[src/rtl/order_book_msg_builder.sv]
// Packs one order request into a 320-bit frame stamped with timestamp, sequence and checksum; first beat one cycle after capture.
// Streams BEATS beats MSB-first; tx_ready low holds the current beat stable, and requests are not accepted while a frame is in flight.
module order_book_msg_builder #(
   parameter int DATA_W = 32
) (
   input  logic              clk,
   input  logic              resetn,
   input  logic              in_valid,
   output logic              in_ready,
   input  logic [7:0]        req_type,
   input  logic [31:0]       order_id,
   input  logic [31:0]       stock_id,
   input  logic [31:0]       quantity,
   input  logic [63:0]       price,
   input  logic [7:0]        side,
   output logic [DATA_W-1:0] tx_data,
   output logic              tx_valid,
   input  logic              tx_ready,
   output logic              tx_sof,
   output logic              tx_eof,
   output logic              busy
);
   localparam int BEATS = 320 / DATA_W;
   localparam int CNT_W = (BEATS > 1) ? $clog2(BEATS) : 1;
   localparam logic [CNT_W-1:0] LAST_BEAT = CNT_W'(BEATS - 1);

   typedef enum logic {IDLE, SEND} state_t;

   state_t           state;
   logic [319:0]     frame;
   logic [CNT_W-1:0] beat_cnt;
   logic [31:0]      seq_cnt;
   logic [63:0]      ts_cnt;

   logic [303:0]     body;
   logic [15:0]      csum;
   logic [319:0]     cap_frame;
   logic [319:0]     shifted;

   // Everything above the checksum field; reserved bits are folded in as zeros.
   always_comb begin
      body = {req_type, ts_cnt, order_id, seq_cnt, stock_id, side, quantity, price, 32'd0};
      csum = '0;
      for (int i = 0; i < 19; i++) begin
         csum = csum ^ body[16*i +: 16];
      end
   end

   assign cap_frame = {body, csum};
   assign shifted   = frame << DATA_W;

   always_ff @(posedge clk) begin
      if (!resetn) begin
         state    <= IDLE;
         frame    <= '0;
         beat_cnt <= '0;
         seq_cnt  <= '0;
         ts_cnt   <= '0;
         in_ready <= 1'b1;
         tx_valid <= 1'b0;
         tx_sof   <= 1'b0;
         tx_eof   <= 1'b0;
         busy     <= 1'b0;
         tx_data  <= '0;
      end else begin
         ts_cnt <= ts_cnt + 64'd1;
         case (state)
            IDLE: begin
               if (in_valid) begin
                  frame    <= cap_frame;
                  tx_data  <= cap_frame[319 -: DATA_W];
                  beat_cnt <= '0;
                  seq_cnt  <= seq_cnt + 32'd1;
                  in_ready <= 1'b0;
                  tx_valid <= 1'b1;
                  busy     <= 1'b1;
                  tx_sof   <= 1'b1;
                  tx_eof   <= (BEATS == 1);
                  state    <= SEND;
               end
            end
            SEND: begin
               // Outputs are only touched on an accepted beat, so a stall holds them.
               if (tx_ready) begin
                  frame   <= shifted;
                  tx_data <= shifted[319 -: DATA_W];
                  tx_sof  <= 1'b0;
                  if (beat_cnt == LAST_BEAT) begin
                     state    <= IDLE;
                     beat_cnt <= '0;
                     in_ready <= 1'b1;
                     tx_valid <= 1'b0;
                     busy     <= 1'b0;
                     tx_eof   <= 1'b0;
                  end else begin
                     beat_cnt <= beat_cnt + 1'b1;
                     tx_eof   <= ((beat_cnt + 1'b1) == LAST_BEAT);
                  end
               end
            end
            default: state <= IDLE;
         endcase
      end
   end
endmodule
[config.mk]
export PLATFORM = sky130hd
export DESIGN_NAME = order_book_msg_builder
export DESIGN_NICKNAME = d
export VERILOG_FILES = /design/src/rtl/order_book_msg_builder.sv
export SDC_FILE = /design/constraint.sdc
export NUM_CORES = 1
export LEC_CHECK = 0
export ABC_AREA = 1
export CAP_MARGIN = 40
export CORE_UTILIZATION = 35
export CTS_BUF_LIST = sky130_fd_sc_hd__clkbuf_16
export CTS_CLUSTER_DIAMETER = 100
export CTS_CLUSTER_SIZE = 30
export DETAILED_ROUTE_END_ITERATION = 16
export PLACE_DENSITY = 0.52
export SYNTH_ARGS = -nofsm -noshare
export SYNTH_HDL_FRONTEND = slang
export SYNTH_SLANG_ARGS = --single-unit
[constraint.sdc]
create_clock -name clk -period 2 [get_ports clk]
set_clock_uncertainty 0.15 [all_clocks]
set_input_delay 0.2 -clock clk [delete_from_list [all_inputs] [get_ports clk]]
set_output_delay 0.2 -clock clk [all_outputs]
set_load 0.01 [all_outputs]
* Yosys cells after proc, flatten, opt, wreduce, memory -nomap -nowiden *
Cells that the tools add are included.

storage, ports and cells
  bits in latches = 0
  output and inout port bits = 37
  RAM bits = 0
  word-level logic and storage cells = 65
  flip-flop bits (word level) = 425
  input bits = 180
  memories kept = 0
  bits in read-only memories = 0

operators by class
  bitwise operators = 17
  reduce and logical (&&, ||, !) cells = 3
  muxes and demuxes = 27
  eq/ne operators = 5
  div/mod/pow operators = 0
  add/subtract/negate cells = 3
  shifts and indexed selects = 0
  $lt $le $gt $ge = 0
  $mul = 0

operators with widths
  cell                                                             number
  288-bit 2-to-1 mux                                               2
  288-bit one-hot mux with 2 select lines                          1
  16-bit XOR                                                       16
  64-bit by 1-bit adder with 64-bit output, second input constant  1
  32-bit 2-to-1 mux                                                2
  32-bit one-hot mux with 2 select lines                           1
  32-bit by 1-bit adder with 32-bit output, second input constant  1
  1-bit 2-to-1 mux                                                 12
  4-bit 2-to-1 mux                                                 3
  1-bit one-hot mux with 2 select lines                            5
  4-bit equality test, second input constant                       2
  4-bit one-hot mux with 2 select lines                            1
  4-bit by 1-bit adder with 4-bit output, second input constant    1
  2-bit != test, second input constant                             2
  2-bit AND reduction                                              2
  3-bit AND reduction                                              1
  2-bit by 1-bit != test with 1-bit output, second input constant  1
  1-bit NOT                                                        1

* Depth between registers and ports, before layout *
  depth after elaboration = 18
  depth in mapped cells = 16
  gate-level depth less buffers = 15

* Worst setup path after synthesis *
No wires, ideal clock.

  path type = reg-to-reg
  from = register ts_cnt[0]
  to = register ts_cnt[62]
  cell stages (with the launch flop) = 9
  data required time = 1.718 ns
  data arrival time = 1.560 ns
  library setup time = 0.132 ns
  setup slack = 0.158 ns
  buffers on the path = 0
  period minus slack after synthesis = 1.842 ns
  cells stage by stage = dfxtp_1 > ha_1 > nand2_1 > nor2_4 > nand2_1 > nor2_4 > nand2_1 > o21ai_0 > a21oi_1

on the way
  cells in the longest elaborated chain, start to end = 1

ends and longest elaborated chain
  what                                      RTL line  source
  from (decl)                               33        logic [63:0] ts_cnt;
  from (signal assigned)                    66        ts_cnt <= ts_cnt + 64'd1;
  64-bit by 1-bit adder with 64-bit output  66

Every way passes these cells.
A chain may end at the register's enable or synchronous reset.

* Worst setup path in the final report *
  from = register ts_cnt[24]
  to = register frame[0]

on the way
  cells in the longest elaborated chain, start to end = 5

ends and longest elaborated chain
  what                                     RTL line  source
  16-bit XOR (3 in a row)                  45        csum = csum ^ body[16*i +: 16];
  288-bit 2-to-1 mux                       69        if (in_valid) begin
  288-bit one-hot mux with 2 select lines  67        case (state)
  to (signal assigned)                     70        frame <= cap_frame;
  to (signal assigned)                     85        frame <= shifted;
  to (decl)                                30        logic [319:0] frame;

Every way passes these cells. The select of a mux whose other input is x is not followed.

==> results.json <==
{
  "fin_crit_sh": 0.967,
  "status": "finished clean",
  "avgSynthCellArea_um2": 6.44,
  "final_hold_viol_count": 0,
  "grt_pass1_wl_um": 139000,
  "track_usage": 0.294,
  "cts_root_buffer": "clkbuf_16",
  "remaining_drc_errors": 0,
  "layout-drive-gt1-share": 0.140,
  "grt_start_max_net_pins": 53,
  "worst_slew_pin_slew_ns": 0.504,
  "p_leak_nw": 11.6,
  "ir_worst_vdd_v": 0.000494,
  "final_max_slew_viol_count": 0,
  "cts_setup_buffers": 0,
  "place_area_um2": 27800,
  "netlist_area_um2": 22000,
  "start_util": 0.356,
  "period_needed_ns": 1.93,
  "required_ns": 2.33,
  "total_power_mw": 17.2,
  "syn2layout_area_growth_pct": 30.4,
  "worst_setup_path_start_kind": "flop",
  "cts_buffer_depth": 3,
  "die-width_um": 253,
  "vias_per_cell": 5.02,
  "ant_nets": 0,
  "synth_top_cell_by_area": "dfxtp_1",
  "synth_cells": 3425,
  "gr-usage-met2": 0.485,
  "gp_congestion": 0.992,
  "clk_latency_ns": 0.60,
  "antenna_found_initial": 1,
  "setup_tns_ns": 0,
  "port_buffers": 216,
  "first_pass_iters": 7,
  "critical_path_class": "reg -> reg",
  "p_per_area_nw_per_um2": 600,
  "clock.fmax_mhz": 517,
  "synth_edf_count": 0,
  "ys_top_cells_by_area": "dfxtp_1, nand2_1, a31oi_1, inv_1, xnor2_1",
  "synth_seq_cells": 409,
  "fillers": 6550,
  "die_h_um": 253,
  "synth.top_cell.area_share": 0.371,
  "yosysMostFrequentCell": "nand2_1",
  "first_global_vias": 21200,
  "met3_usage": 0.0214,
  "seq_area_um2": 8230,
  "dp_worst_setup_slack_ns": -0.223,
  "end_kind": "flop",
  "multiInputGateArea_um2": 12200,
  "wl_per_cell_um": 20.6,
  "io_pins": 217,
  "core_area_um2": 61900,
  "yosys.cell_types.count": 42,
  "tritoncts": "built",
  "cts_num_sinks": 409,
  "ff2ff_setup_slack_ns": 0.07,
  "rsz0062_at_grt": "true",
  "wirelength_um": 96700,
  "num_vias": 23600,
  "final-setup-viol-count": 0,
  "synth_seq_area_share": 0.371,
  "fin_area_um2": 28700,
  "yosys_warnings": 0,
  "grt_use_met1": 0.408,
  "grt-ovfl-total": 0,
  "crit_arrival_ns": 2.27,
  "fin_nets": 4042,
  "dp_hpwl_um": 78600,
  "synth_commonest_cells": "nand2_1, dfxtp_1, inv_1",
  "hold_path_class": "in -> reg",
  "htree_levels": 1,
  "cts.clk_slew.worst_paths_ns": 0.12,
  "rows": 91,
  "cts_buffers": 21,
  "async_reset_ff_frac": 0,
  "top_usage_layer": "met2",
  "synth.net_count": 3610,
  "drv_cap": 0,
  "drt_iter0_markers": 2139,
  "max-slew-margin-rel": 0.664,
  "setup_ws_ns": 0.0667,
  "die_area_um2": 64000,
  "critPathMaxFanout": 5,
  "whs_ns": 0.0890,
  "synth_flop_cell": "dfxtp_1"
}
## kinds of logic (layout without fill, tap and decap cells)
family / after synthesis / after routing / share of synthesized area
adder cells (fa/ha/maj): 5 / 5 / 0.00284
other: 0 / 2 / 0
AND/OR/NAND/NOR: 1958 / 1958 / 0.362
AO/OA/AOI/OAI: 426 / 426 / 0.112
flip-flops: 409 / 409 / 0.371
XOR/XNOR: 173 / 173 / 0.0687
buffers and inverters: 454 / 896 / 0.0833
## worst paths after layout
check / depth (start not counted) / endpoint / startpoint
max reg2reg: 15 / frame[0]$_SDFFE_PN0P_ / ts_cnt[24]$_SDFF_PN0_
min: 3 / state$_SDFF_PN0_ / in_valid
max: 15 / frame[0]$_SDFFE_PN0P_ / ts_cnt[24]$_SDFF_PN0_
min reg2reg: 2 / frame[50]$_SDFFE_PN0P_ / frame[50]$_SDFFE_PN0P_
## timing repair
| action | in CTS | in global routing |
|---|---|---|
| hold buffers | 1 | 0 |
| endpoints found under the hold margin | 26 | 0 |
| resized for setup | 9 | 64 |
| endpoints found under the setup margin | 13 | 42 |
| pin swaps | 0 | 5 |
## critical path, cell delays in order (launching register included)
cell,delay (ns)
dfxtp_4,0.38
inv_1,0.16
nand2_1,0.08
nand2_1,0.14
nand2_1,0.08
nand2_2,0.13
nand3_1,0.08
nand2_1,0.12
buf_12,0.13
inv_1,0.04
nand2_1,0.07
nand2_1,0.05
nand2_1,0.05
nand3_1,0.06
nand2_1,0.06
inv_1,0.04
## cell usage in the layout (no fill, tap or decap), types with 2 or more instances in the layout
cell type / count
a211oi_1: 2
a21oi_1: 145
a31oi_1: 248
and2_1: 2
and3_1: 2
buf_12: 42
buf_4: 344
clkbuf_16: 21
clkdlybuf4s50_1: 215
clkinv_8: 2
dfxtp_1: 384
dfxtp_2: 22
dfxtp_4: 3
diode_2: 2
ha_1: 4
inv_1: 249
inv_12: 3
inv_2: 9
inv_8: 4
nand2_1: 1483
nand2_2: 15
nand3_1: 105
nand3_2: 6
nand3b_1: 19
nand4_1: 34
nor2_1: 184
nor2_2: 21
nor2_4: 8
nor3_1: 36
nor3_2: 19
nor3_4: 6
o21a_1: 5
o21ai_0: 20
o21ai_1: 3
or2_0: 7
or2_2: 6
xnor2_1: 91
xor2_1: 81
## per-layer routing
metal	up-vias	wire length, um
met5	-	0
met3	100	5500
met1	11000	43400
li1	11700	-
met4	0	3300
met2	785	44500
## layout make-up
cell class | count | area share
inverters | 260 | 0.0345
clock inverters | 12 | 0.00596
well taps | 837 | 0.0364
repair buffers | 603 | 0.195
clock buffers | 21 | 0.0183
flip-flops and latches | 409 | 0.286
multi-input cells | 2562 | 0.424
diodes | 2 | 0.000174
## where the power goes
group	switching (mW)	total [mW]	internal [mW]
Clock	3.30	5.40	2.11
Sequential	0.215	8.65	8.43
Combinational	1.87	3.20	1.33
Total	5.38	17.2	11.9
## state kept, by name (all words and copies together), names as in the netlist
name and cells:
tx_sof 1, ts_cnt 64, tx_data 32, state 1, seq_cnt 32, in_ready 1, tx_eof 1, busy 1
frame 272, beat_cnt 4
## stage by stage
stage / util / cells
6_report: 0.464 / 4706
5_1_grt: 0.464 / 4704
4_1_cts: 0.461 / 4704
3_5_place_dp: 0.449 / 4670
3_3_place_gp: 0.449 / 4670
2_1_floorplan: - / 3425
Note: power is estimated with default switching activity, not from simulation.
